`src/rtl/result_writeback.sv`:
```
// rtl/result_writeback.sv - buffers GPU results and writes them to SRAM at consecutive addresses
module result_writeback #(
   parameter int ADDR_WIDTH      = 16,
   parameter int ACC_WIDTH       = 32,
   parameter int ADDR_STRIDE     = 1,
   parameter int FIFO_DEPTH      = 4,
   parameter int MAX_OUTSTANDING = 4
) (
   input  logic                  clk,
   input  logic                  rst,
   input  logic                  cfg_vld,
   input  logic [ADDR_WIDTH-1:0] cfg_base_addr,
   input  logic [ADDR_WIDTH-1:0] cfg_count,
   input  logic                  res_vld,
   output logic                  res_rdy,
   input  logic [ACC_WIDTH-1:0]  res_data,
   output logic                  w_req_vld,
   input  logic                  w_req_rdy,
   output logic [ADDR_WIDTH-1:0] w_req_addr,
   output logic [ACC_WIDTH-1:0]  w_req_data,
   input  logic                  w_ack_vld,
   output logic                  done,
   output logic                  busy,
   output logic                  ack_err
);

   localparam int PW = $clog2(FIFO_DEPTH);
   localparam int OW = $clog2(MAX_OUTSTANDING) + 1;
   localparam logic [ADDR_WIDTH-1:0] STRIDE  = ADDR_WIDTH'(ADDR_STRIDE);
   localparam logic [OW-1:0]         MAX_OUT = OW'(MAX_OUTSTANDING);
   localparam logic [PW:0]           DEPTH   = (PW+1)'(FIFO_DEPTH);

   typedef enum logic [1:0] {IDLE, RUN, DRAIN, DONE} state_t;

   state_t                state;
   logic [ADDR_WIDTH-1:0] base;
   logic [ADDR_WIDTH-1:0] count;
   logic [ADDR_WIDTH-1:0] acc_cnt;
   logic [ADDR_WIDTH-1:0] iss_cnt;
   logic [OW-1:0]         outst;
   logic [ACC_WIDTH-1:0]  mem [FIFO_DEPTH];
   logic [PW-1:0]         wr_ptr;
   logic [PW-1:0]         rd_ptr;
   logic [PW:0]           fifo_cnt;
   logic                  fifo_full;
   logic                  fifo_empty;
   logic                  push;
   logic                  pop;
   logic                  ack_ok;

   assign fifo_full  = (fifo_cnt == DEPTH);
   assign fifo_empty = (fifo_cnt == '0);

   // Handshake outputs come only from registered state, so they never loop back on valid/ready.
   assign res_rdy    = (state == RUN) && !fifo_full && (acc_cnt < count);
   assign w_req_vld  = ((state == RUN) || (state == DRAIN)) && !fifo_empty && (outst < MAX_OUT);
   assign w_req_data = mem[rd_ptr];
   assign w_req_addr = base + iss_cnt * STRIDE;

   assign push   = res_vld && res_rdy;
   assign pop    = w_req_vld && w_req_rdy;
   assign ack_ok = w_ack_vld && (outst != '0);

   always_ff @(posedge clk or posedge rst) begin
      if (rst) begin
         state    <= IDLE;
         base     <= '0;
         count    <= '0;
         acc_cnt  <= '0;
         iss_cnt  <= '0;
         outst    <= '0;
         wr_ptr   <= '0;
         rd_ptr   <= '0;
         fifo_cnt <= '0;
         done     <= 1'b0;
         busy     <= 1'b0;
         ack_err  <= 1'b0;
         for (int i = 0; i < FIFO_DEPTH; i++) mem[i] <= '0;
      end else begin
         done <= 1'b0;

         if (push) begin
            mem[wr_ptr] <= res_data;
            wr_ptr      <= wr_ptr + PW'(1);
            acc_cnt     <= acc_cnt + ADDR_WIDTH'(1);
         end
         if (pop) begin
            rd_ptr  <= rd_ptr + PW'(1);
            iss_cnt <= iss_cnt + ADDR_WIDTH'(1);
         end

         case ({push, pop})
            2'b10:   fifo_cnt <= fifo_cnt + (PW+1)'(1);
            2'b01:   fifo_cnt <= fifo_cnt - (PW+1)'(1);
            default: fifo_cnt <= fifo_cnt;
         endcase

         case ({pop, ack_ok})
            2'b10:   outst <= outst + OW'(1);
            2'b01:   outst <= outst - OW'(1);
            default: outst <= outst;
         endcase

         if (w_ack_vld && (outst == '0)) ack_err <= 1'b1;

         case (state)
            IDLE: begin
               if (cfg_vld) begin
                  base    <= cfg_base_addr;
                  count   <= cfg_count;
                  acc_cnt <= '0;
                  iss_cnt <= '0;
                  outst   <= '0;
                  busy    <= 1'b1;
                  state   <= (cfg_count == '0) ? DONE : RUN;
               end
            end
            RUN: begin
               if (acc_cnt == count) state <= DRAIN;
            end
            DRAIN: begin
               // Registered values: an ack arriving with the last issue is already folded into outst.
               if ((iss_cnt == count) && (outst == '0) && fifo_empty) state <= DONE;
            end
            DONE: begin
               state <= IDLE;
               busy  <= 1'b0;
               done  <= 1'b1;
            end
            default: state <= IDLE;
         endcase
      end
   end

endmodule

```
`config.mk`:
```
export PLATFORM = sky130hd
export DESIGN_NAME = result_writeback
export DESIGN_NICKNAME = d
export VERILOG_FILES = /design/src/rtl/result_writeback.sv
export SDC_FILE = /design/constraint.sdc
export NUM_CORES = 1
export LEC_CHECK = 0
export CORE_AREA = 3 3 166 136
export CTS_BUF_LIST = sky130_fd_sc_hd__clkbuf_4 sky130_fd_sc_hd__clkbuf_8
export CTS_CLUSTER_DIAMETER = 120
export DETAILED_ROUTE_END_ITERATION = 10
export DIE_AREA = 0 0 169 139
export MAX_ROUTING_LAYER = met4
export PLACE_DENSITY = 0.72
export SLEW_MARGIN = 25
export SYNTH_ARGS = -nofsm -noshare
export SYNTH_HDL_FRONTEND = slang
export SYNTH_SLANG_ARGS = --single-unit
```
`constraint.sdc`:
```
create_clock -name clk -period 16 [get_ports clk]
set_input_delay 3.2 -clock clk [delete_from_list [all_inputs] [get_ports clk]]
set_output_delay 3.2 -clock clk [all_outputs]
set_load 0.05 [all_outputs]
```
==> impl_results.md, run 1 <==
* Die Y at around 140 um
* Final Setup Violations at 0
* IO Count at roughly 120
* # diodes at 0
* Share of layout cells above drive strength 1 at 23.4%
* Place WS at about 9.7 ns
* Setup Crit Path Kind: flip-flop to output port
* Power, Total at 2.73 mW
* Most used DFF post-synth: dfrtp_1
* Slew @ Worst Pin at 1.00 ns
* Synthesized area per cell at between 10 and 15 um2
* CTS resizes at 0
* Max_cap viols at 0
* Status: finished, final reports clean
* RSZ-0062 raised after global routing: no
* # DRC at 0
* Total wire length at ~22000 um
* Rows at 48
* Syn_nets at 975
* Global-route wire length before repair at 37100 um
* GR Overflow Total at 0
* Synth async-reset ratio at between 90% and 100%
* Fin nets at about 1100
* GPL Wtd Cong at between 0.8 and 0.9
* Total CTS buffers at 35
* Syn Std Cell Area at roughly 10000 um2
* Period utilization at between 40% and 50%
* Fmax at roughly 0.15 GHz
* CP bufs+invs at 2
* Setup TNS Final at 0 ns
* Crit-path slowest cell: o41ai_1
* Max-slew violation count at 0
* Worst Path Max Fanout at 17
* EDFF count, synth at 0
* Vias in the first global route at 7174
* Detailed placer's ending HPWL at around 15000 um
* Routed len/inst at 17.4 um
* Pwr/cell area at approximately 220 nW/um2
* Die area at between 20000 and 25000 um2
* Crit-path cells: ha_1 > a41o_1 > a21oi_1 > o41ai_1 > or3_1 > inv_1 > clkdlybuf4s50_1
* WP data required at between 10 and 15 ns
* CTS tree: built
* Worst ir drop on vdd at about 0.2 mV
* First drt pass iteration count at 5
* Post-synth cell types at 51
* Total core area at around 21000 um2
* IO buf count at approximately 120
* Synth Register Bits at roughly 210
* Worst skew pair latency at 0.52 ns
* Clock transition at path regs at about 0.060 ns
* WP data arrival at 3.64 ns
* Skew final at roughly 0.027 ns
* Clk root buf: clkbuf_8
* Hold crit path type: flip-flop to flip-flop
* Number of sinks on the clock net at slightly above 200
* Seq/Total Area, Yosys at between 40 and 50%
* Post-CTS setup buffers at 0
* CP Launch Type: flip-flop
* YS warnings at 0
* Cell leakage power at about 5.7 nW
* Via/cell ratio at approximately 5.4
* All-Layer GR Usage at approximately a fifth
* Initial antenna violation count at 0
* ANT nets after route at 0
* Crit-path leading delay family: compound AO/OA/AOI/OAI gates
* Area Overhead vs Synth at 20.5%
* Critical Path End Type: output port
* Detailed-route via count at between 6000 and 7000
* H-tree depth at 2
* Pin count of the biggest net entering global routing at around 140
* Crit-path max cell delay at 0.81 ns
* Maximum clock path buffer count at 3
* Post-route setup slack at 9.16 ns
* Initial Utilization at between 40% and 50%
* Max_slew headroom at 32.2%
* Post-Syn Instances at roughly 860
* Post-CTS Hold Buffers at 0
* Number of DRC markers in iteration 0 at about 430
* Die W at ~170 um
* Hold Vio Cnt, Final at 0
* Crit path time final at 6.84 ns
==> cell type report <==
cell class | instances | area [um2]
inverter | 42 | 170
clock buffer | 50 | 626
multi-input combinational | 575 | 4930
sequential | 207 | 5180
timing repair buffer | 132 | 1300
tap | 275 | 344
clock inverter | 10 | 82.6
fill | 1770 | 8570
==> final timing paths <==
check | startpoint | to | slack [ns] | cells past startpoint
setup / recovery | acc_cnt[6] | res_rdy | 9.16 | 7
hold reg to reg | ack_err | ack_err | 0.46 | 1
min in group asynchronous | rst | base[9] | 3.21 | 2
hold / removal | ack_err | ack_err | 0.46 | 1
max in group asynchronous | rst | mem[22] | 11.46 | 3
setup reg to reg | acc_cnt[6] | fifo_cnt[2] | 12.79 | 12
==> cells in the final DEF (no fill, tap or decap), types with 13 or more instances in the layout <==
cell type	count
a21oi_1	29
clkbuf_8	40
clkdlybuf4s50_1	122
dfrtp_1	206
ha_1	43
inv_1	41
mux2_2	128
mux4_2	32
nand2_1	86
nand3_1	14
nand4_1	13
nor2_1	41
o21ai_0	33
xnor2_1	33
xor2_1	18
==> cell usage after synthesis, drive strengths merged (3+ instances only) <==
| library cell | n | share of area (%) |
|---|---|---|
| a211oi | 3 | 0.21 |
| a21o | 6 | 0.43 |
| a21oi | 29 | 1.4 |
| a41o | 3 | 0.29 |
| and2 | 5 | 0.30 |
| and3 | 7 | 0.42 |
| buf | 17 | 1.5 |
| clkbuf | 18 | 0.64 |
| dfrtp | 207 | 49 |
| fa | 3 | 0.57 |
| ha | 43 | 5.1 |
| inv | 42 | 1.5 |
| mux2 | 128 | 14 |
| mux2i | 6 | 0.57 |
| mux4 | 32 | 6.9 |
| nand2 | 86 | 3.1 |
| nand3 | 14 | 0.67 |
| nand4 | 13 | 0.78 |
| nor2 | 41 | 1.5 |
| nor2b | 5 | 0.30 |
| nor3 | 3 | 0.14 |
| nor4 | 9 | 0.54 |
| o211ai | 4 | 0.29 |
| o21a | 5 | 0.36 |
| o21ai | 33 | 1.6 |
| o31ai | 6 | 0.43 |
| or3 | 9 | 0.54 |
| or4 | 6 | 0.43 |
| xnor2 | 33 | 2.8 |
| xor2 | 18 | 1.5 |
==> through the flow <==
stage | instance area, um2 | instances | utilization (%) | hold WS (ns)
global route | 12600 | 1291 | 59.6 | 0.484
CTS | 12600 | 1291 | 59.6 | 0.462
global placement | 11900 | 1231 | 56.2 | 0.441
detailed placement | 11900 | 1231 | 56.2 | 0.448
finish | 12600 | 1291 | 59.6 | 0.456
floorplan | 10500 | 859 | - | 0.452
==> state kept, by name (all words and copies together), names as in the netlist, 3 cells and up <==
register,cells
acc_cnt,16
count,16
base,16
outst,3
iss_cnt,16
mem,128
fifo_cnt,3
==> report_power, final <==
part           total (mW)  internal (mW)  switching, mW
Combinational        1.38          0.595          0.784
Sequential          0.875          0.745          0.131
Clock               0.479          0.268          0.210
Total                2.73           1.61           1.12
==> cell families (layout without fill, tap and decap cells) <==
| family | Yosys count | count (layout) | share of synthesized area, % |
|---|---|---|---|
| adders and majority gates | 46 | 46 | 5.70 |
| muxes | 166 | 166 | 21.2 |
| and+or+nand+nor | 204 | 204 | 9.27 |
| buffers and inverters | 77 | 234 | 3.63 |
| AOI/OAI and AO/OA | 108 | 108 | 6.54 |
| DFF | 207 | 207 | 49.4 |
| xor gates and xnor gates | 51 | 51 | 4.26 |
==> per-layer routing <==
layer  GRT usage (%)  routed length, um  vias to the layer above
li1                -                  -                     3353
met1            27.8              10700                     3432
met2            30.2              10300                      141
met3            3.51                977                       44
met4            5.55                484                        0
met5               -                  0                        -
(Power assumes the default switching activity.)
==> run 2: changes to the inputs <==
Clock period 16 ns to 6.9 ns, I/O delays scaled along.
==> run 2 against run 1 <==
  * Combinational power rose by 130%
  * Highest routed layer unchanged
  * Worst hold slack improved by 0.0039 ns
  * Clock skew fell by 0.0043 ns
  * Critical path depth did not move
  * Count of clock-buffer cells in the layout rose by 3
  * Wire length rose by 1.2%
  * First-iteration DRC count fell by 15%
  * Sequential share of layout area fell by 0.48 points
  * Critical endpoint unchanged
==> impl_results.md, run 2 (same netlist as run 1, synthesis figures left out) <==
* Crit-path slowest cell: o41ai_1
* Die area at 23500 um2
* Area Overhead vs Synth at 21.9%
* CTS resizes at 0
* Worst r2r dst: fifo_cnt[2]
* Post-CTS Hold Buffers at 0
* Die W at 169 um
* Post-CTS setup buffers at 0
* Critical Path End Type: output port
* Hold Vio Cnt, Final at 0
* GPL Wtd Cong at about 0.84
* Max_slew headroom at 33.5%
* CP bufs+invs at 2
* Reg2reg setup slack at 3.67 ns
* CP endpoint: res_rdy
* Number of sinks on the clock net at 207
* CP Launch Type: flip-flop
* Hold crit path type: flip-flop to flip-flop
* GR Overflow Total at 0
* Crit path launch: acc_cnt[6]
* Number of DRC markers in iteration 0 at between 300 and 400
* ANT nets after route at 0
* Most frequent cells in the layout: dfrtp_1 (206), mux2_2 (128), clkdlybuf4s50_1 (122)
* Detailed-route via count at 7087
* Crit-path leading delay family: compound AO/OA/AOI/OAI gates
* Crit path depth at 7
* Status: finished, final reports clean
* WP data arrival at about 3.7 ns
* DP Area at 11900 um2
* Cell leakage power at 5.73 nW
* R2R depth at 12
* Worst Path Max Fanout at 17
* WHS Path Cells at 1
* Setup Crit Path Kind: flip-flop to output port
* # diodes at 0
* Setup TNS Final at 0 ns
* Initial Utilization at between 40% and 50%
* Max-slew violation count at 0
* Total CTS buffers at 36
* Worst ir drop on vdd at roughly 0.46 mV
* Pwr/cell area at roughly 510 nW/um2
* WP data required at approximately 5.5 ns
* All-Layer GR Usage at ~20%
* Max FFs per register at around 130
* Fin nets at between 1000 and 1500
* Slew @ Worst Pin at 0.985 ns
* First drt pass iteration count at 4
* R2R Path Start: acc_cnt[6]
* IO buf count at ~120
* Clk root buf: clkbuf_8
* # DRC at 0
* Final Setup Violations at 0
* Share of layout cells above drive strength 1 at 23.7%
* Largest reg by FF count: mem
* Vias in the first global route at 7439
* RSZ-0062 raised after global routing: no
* Crit-path cells: ha_1 > a41o_1 > a21oi_1 > o41ai_1 > or3_1 > inv_1 > clkdlybuf4s50_1
* Detailed placer's ending HPWL at approximately 15000 um
* Crit-path max cell delay at approximately 0.8 ns
* Via/cell ratio at 5.47
* Total core area at between 20000 and 25000 um2
* Maximum clock path buffer count at 3
* Clock transition at path regs at approximately 0.060 ns
* Fmax at between 0.15 and 0.2 GHz
* Routed len/inst at 17.6 um
* Pin count of the biggest net entering global routing at between 150 and 200
* Initial antenna violation count at 0
* Final Instance Area at between 10000 and 15000 um2
* Die Y at between 100 and 150 um
* Crit path time final at approximately 5.0 ns
* CTS tree: built
* Rows at 48
* H-tree depth at 2
* Skew final at between 0.02 and 0.025 ns
* Worst skew pair latency at ~0.51 ns
* Commonest non-fill, non-tap cell in the layout: dfrtp_1
* Period utilization at 73.1%
* IO Count at about 120
* Total wire length at 22800 um
* Max_cap viols at 0
* Filler instances at between 1500 and 2000
* Global-route wire length before repair at around 38000 um
run 2: changes by cell type in the layout (fill, tap and decap cells not counted), sizes merged:
| cell | change |
|---|---|
| inv | +3 |
| clkbuf | +3 |
| clkinvlp | -1 |
| buf | +1 |
| bufinv | +2 |
| clkinv | -4 |
run 2: cell type report:
class,instances,area (um2),share of cell area [%]
multi-input cells,575,4930,38.6
flip-flops and latches,207,5180,40.5
clock buffers,53,686,5.36
inverters,42,161,1.26
clock inverters,10,141,1.11
repair buffers,133,1340,10.5
well taps,275,344,2.69
run 2: per-stage QoR:
stage	total power, mW	util, %	setup slack, ns	cells	hold slack [ns]
final	6.49	60.3	1.86	1295	0.460
after global routing	6.89	60.3	1.61	1295	0.487
after CTS	6.57	60.2	1.84	1294	0.461
after detailed placement	5.27	56.3	2.41	1231	0.447
after global placement	5.20	56.3	2.47	1231	0.446
after floorplan	4.37	-	2.83	859	0.452
run 2: power by group:
part	internal, mW	total, mW	switching (mW)
Combinational	1.38	3.17	1.80
Clock	0.756	1.26	0.503
Sequential	1.73	2.05	0.327
run 2: worst reg2reg max path: stages, from the launching register on:
cell	delay, ns
dfrtp_1	0.45
ha_1	0.36
a41o_1	0.17
a21oi_1	0.04
o41ai_1	0.80
nor4b_4	0.21
inv_1	0.11
ha_1	0.18
inv_1	0.06
fa_1	0.37
xor2_1	0.15
nor2_1	0.11
xor2_1	0.15
run 2: layer usage:
metal  up-vias  GRT usage (%)  wire, um
li1       3359              -         -
met1      3542           29.2     10900
met2       148           30.9     10500
met3        38           3.13      1010
met4         0           4.82       437
met5         -              -         0
run 2: worst min path at each step:
stage                        from       to  slack [ns]
after CTS                 ack_err  ack_err        0.46
after global placement    ack_err  ack_err        0.45
after detailed placement  ack_err  ack_err        0.45
final                     ack_err  ack_err        0.46
after floorplan           base[0]  base[0]        0.45
after global routing      ack_err  ack_err        0.49
==> run 3: changes to the inputs <==
Settings changed: PLACE_DENSITY 0.72 to 0.75.
Clock period 6.9 ns to 4.6 ns, I/O delays scaled along.
==> run 3 against run 2 <==
  * Combinational power is 52% higher
  * Count of clock-buffer cells in the layout decreased by 3
  * Clock skew increased by 0.0043 ns
  * Register-to-register slack got worse by 2.3 ns
  * Sequential power up 50%
  * Cell area barely moved
  * Sequential cell count stayed put
  * Final cell count increased by 0.23%
  * Clock power increased by 50%
  * Power grew 51%
==> impl_results.md, run 3 (same netlist as run 1, synthesis figures left out) <==
* Status: finished, final reports clean
* Commonest non-fill, non-tap cell in the layout: dfrtp_1
* Filler instances at roughly 1700
* Cell leakage power at around 5.8 nW
* Die Y at about 140 um
* Die W at ~170 um
* Worst Path Max Fanout at 5
* Number of sinks on the clock net at roughly 210
* Final Instance Area at 12800 um2
* Max FFs per register at about 130
* CP Launch Type: flip-flop
* Total core area at between 20000 and 25000 um2
* Number of DRC markers in iteration 0 at 331
* All-Layer GR Usage at 20.5%
* Worst Hold Endpoint: ack_err
* Share of layout cells above drive strength 1 at 23.9%
* # diodes at 0
* Critical Path End Type: output port
* ANT nets after route at 0
* Max-slew violation count at 0
* Pin count of the biggest net entering global routing at 150
* Fmax at 0.228 GHz
* Crit-path slowest cell: clkdlybuf4s50_1
* Detailed-route via count at slightly above 7000
* WP data required at about 3.7 ns
* DP Area at ~12000 um2
* Area Overhead vs Synth at 21.8%
* Clk root buf: clkbuf_8
* Crit-path cells: ha_1 > inv_1 > fa_1 > nor2b_1 > o31a_1 > o221a_2 > o21a_1 > nor2_1 > xnor2_1 > clkdlybuf4s50_1
* Most frequent cells in the layout: dfrtp_1 (206), mux2_2 (128), clkdlybuf4s50_1 (119)
* First drt pass iteration count at 5
* Crit-path max cell delay at slightly above 0.8 ns
* Routed len/inst at around 18 um
* Hold crit path type: flip-flop to flip-flop
* Die area at 23500 um2
* Pwr/cell area at 765 nW/um2
* Reg2reg setup slack at around 1.4 ns
* Clock transition at path regs at around 0.060 ns
* R2R Path Start: count[9]
* IO buf count at 122
* Largest reg by FF count: mem
* Worst r2r dst: fifo_cnt[2]
* Post-CTS setup buffers at 0
* IO Count at 123
* Slew @ Worst Pin at between 0.8 and 0.9 ns
* Post-CTS Hold Buffers at 0
* Crit path time final at around 4.4 ns
* Max_cap viols at 0
* H-tree depth at 2
* Total wire length at between 20000 and 25000 um
* Skew final at around 0.027 ns
* Rows at between 40 and 50
* # DRC at 0
* GPL Wtd Cong at between 0.8 and 0.9
* Hold_sp: ack_err
* Worst skew pair latency at between 0.5 and 0.6 ns
* Maximum clock path buffer count at 3
* WP data arrival at between 3 and 4 ns
* Fin nets at 1114
* Hold Vio Cnt, Final at 0
* Initial Utilization at 49.5%
* Global-route wire length before repair at between 30000 and 40000 um
* Period utilization at a little over nine tenths
* Max_slew headroom at between 40 and 50%
* R2R depth at 13
* RSZ-0062 raised after global routing: no
* GR Overflow Total at 0
* Setup Crit Path Kind: flip-flop to output port
* Initial antenna violation count at 0
* Detailed placer's ending HPWL at 15300 um
* Vias in the first global route at 7396
* WHS Path Cells at 1
* Via/cell ratio at 5.47
* Worst ir drop on vdd at 0.768 mV
* Setup TNS Final at 0 ns
* CTS tree: built
* Final Setup Violations at 0
* Total CTS buffers at 36
-- run 3: cell types whose count changed in the layout (fill, tap and decap cells not counted), sizes merged --
cell and change:
dlymetal6s2s +2, clkinvlp -1, bufinv +1, clkbuf -3, buf +3, clkdlybuf4s50 -3
dlygate4sd2 +1, clkinv +3
-- run 3: layer usage --
| layer | share of wire, % | GRT usage (%) | up-vias |
|---|---|---|---|
| li1 | - | - | 3369 |
| met1 | 48 | 29.2 | 3529 |
| met5 | 0 | - | - |
| met2 | 46 | 30.9 | 162 |
| met3 | 4.6 | 3.39 | 39 |
| met4 | 1.9 | 5.38 | 0 |
-- run 3: where the power goes --
part / leakage [nW] / internal, mW / switching (mW)
sequential: 2.58 / 2.59 / 0.487
clock: 0.432 / 1.13 / 0.756
combinational: 2.74 / 2.08 / 2.72
total: 5.76 / 5.81 / 3.97
-- run 3: layout make-up --
cell class / instances / area (um2) / area share (%)
Tap cell: 275 / 344 / 2.69
Clock buffer: 50 / 638 / 4.99
Multi-Input combinational cell: 575 / 4930 / 38.6
Timing Repair Buffer: 136 / 1340 / 10.5
Inverter: 42 / 161 / 1.26
Sequential cell: 207 / 5180 / 40.6
Clock inverter: 13 / 176 / 1.38
-- run 3: per-stage QoR --
| step | power, mW | cells | worst slack [ns] | utilization (%) | hold slack [ns] |
|---|---|---|---|---|---|
| after CTS | 9.88 | 1298 | 0.0919 | 60.2 | 0.460 |
| final | 9.77 | 1298 | 0.208 | 60.3 | 0.455 |
| after global routing | 10.4 | 1298 | 0.00843 | 60.3 | 0.484 |
| after global placement | 7.82 | 1235 | 0.616 | 56.4 | 0.446 |
| after floorplan | 6.56 | 859 | 0.994 | - | 0.452 |
| after detailed placement | 7.94 | 1235 | 0.556 | 56.4 | 0.447 |
-- run 3: worst max path at each step --
stage | from | to | cells after the start
2_1_floorplan | rst | acc_cnt[0] | 1
3_3_place_gp | iss_cnt[5] | w_req_addr[15] | 8
3_5_place_dp | iss_cnt[5] | w_req_addr[15] | 8
4_1_cts | iss_cnt[0] | w_req_addr[14] | 10
5_1_grt | iss_cnt[0] | w_req_addr[10] | 10
6_report | iss_cnt[0] | w_req_addr[10] | 10
-- run 3: worst max-delay path, delay by kind of cell (launching register included) --
kind / cells / cell delay (ns)
adders and majority gates: 2 / 0.62
and+or+nand+nor: 2 / 0.23
xor gates and xnor gates: 1 / 0.15
AOI/OAI and AO/OA: 3 / 0.61
DFF: 1 / 0.45
buffers and inverters: 2 / 0.89
-- run 3: repair_timing --
item | CTS | global route
setup endpoints to repair | 1 | 2
resized for setup | 1 | 2
gates cloned | 0 | 0
endpoints found under the hold margin | 0 | 0
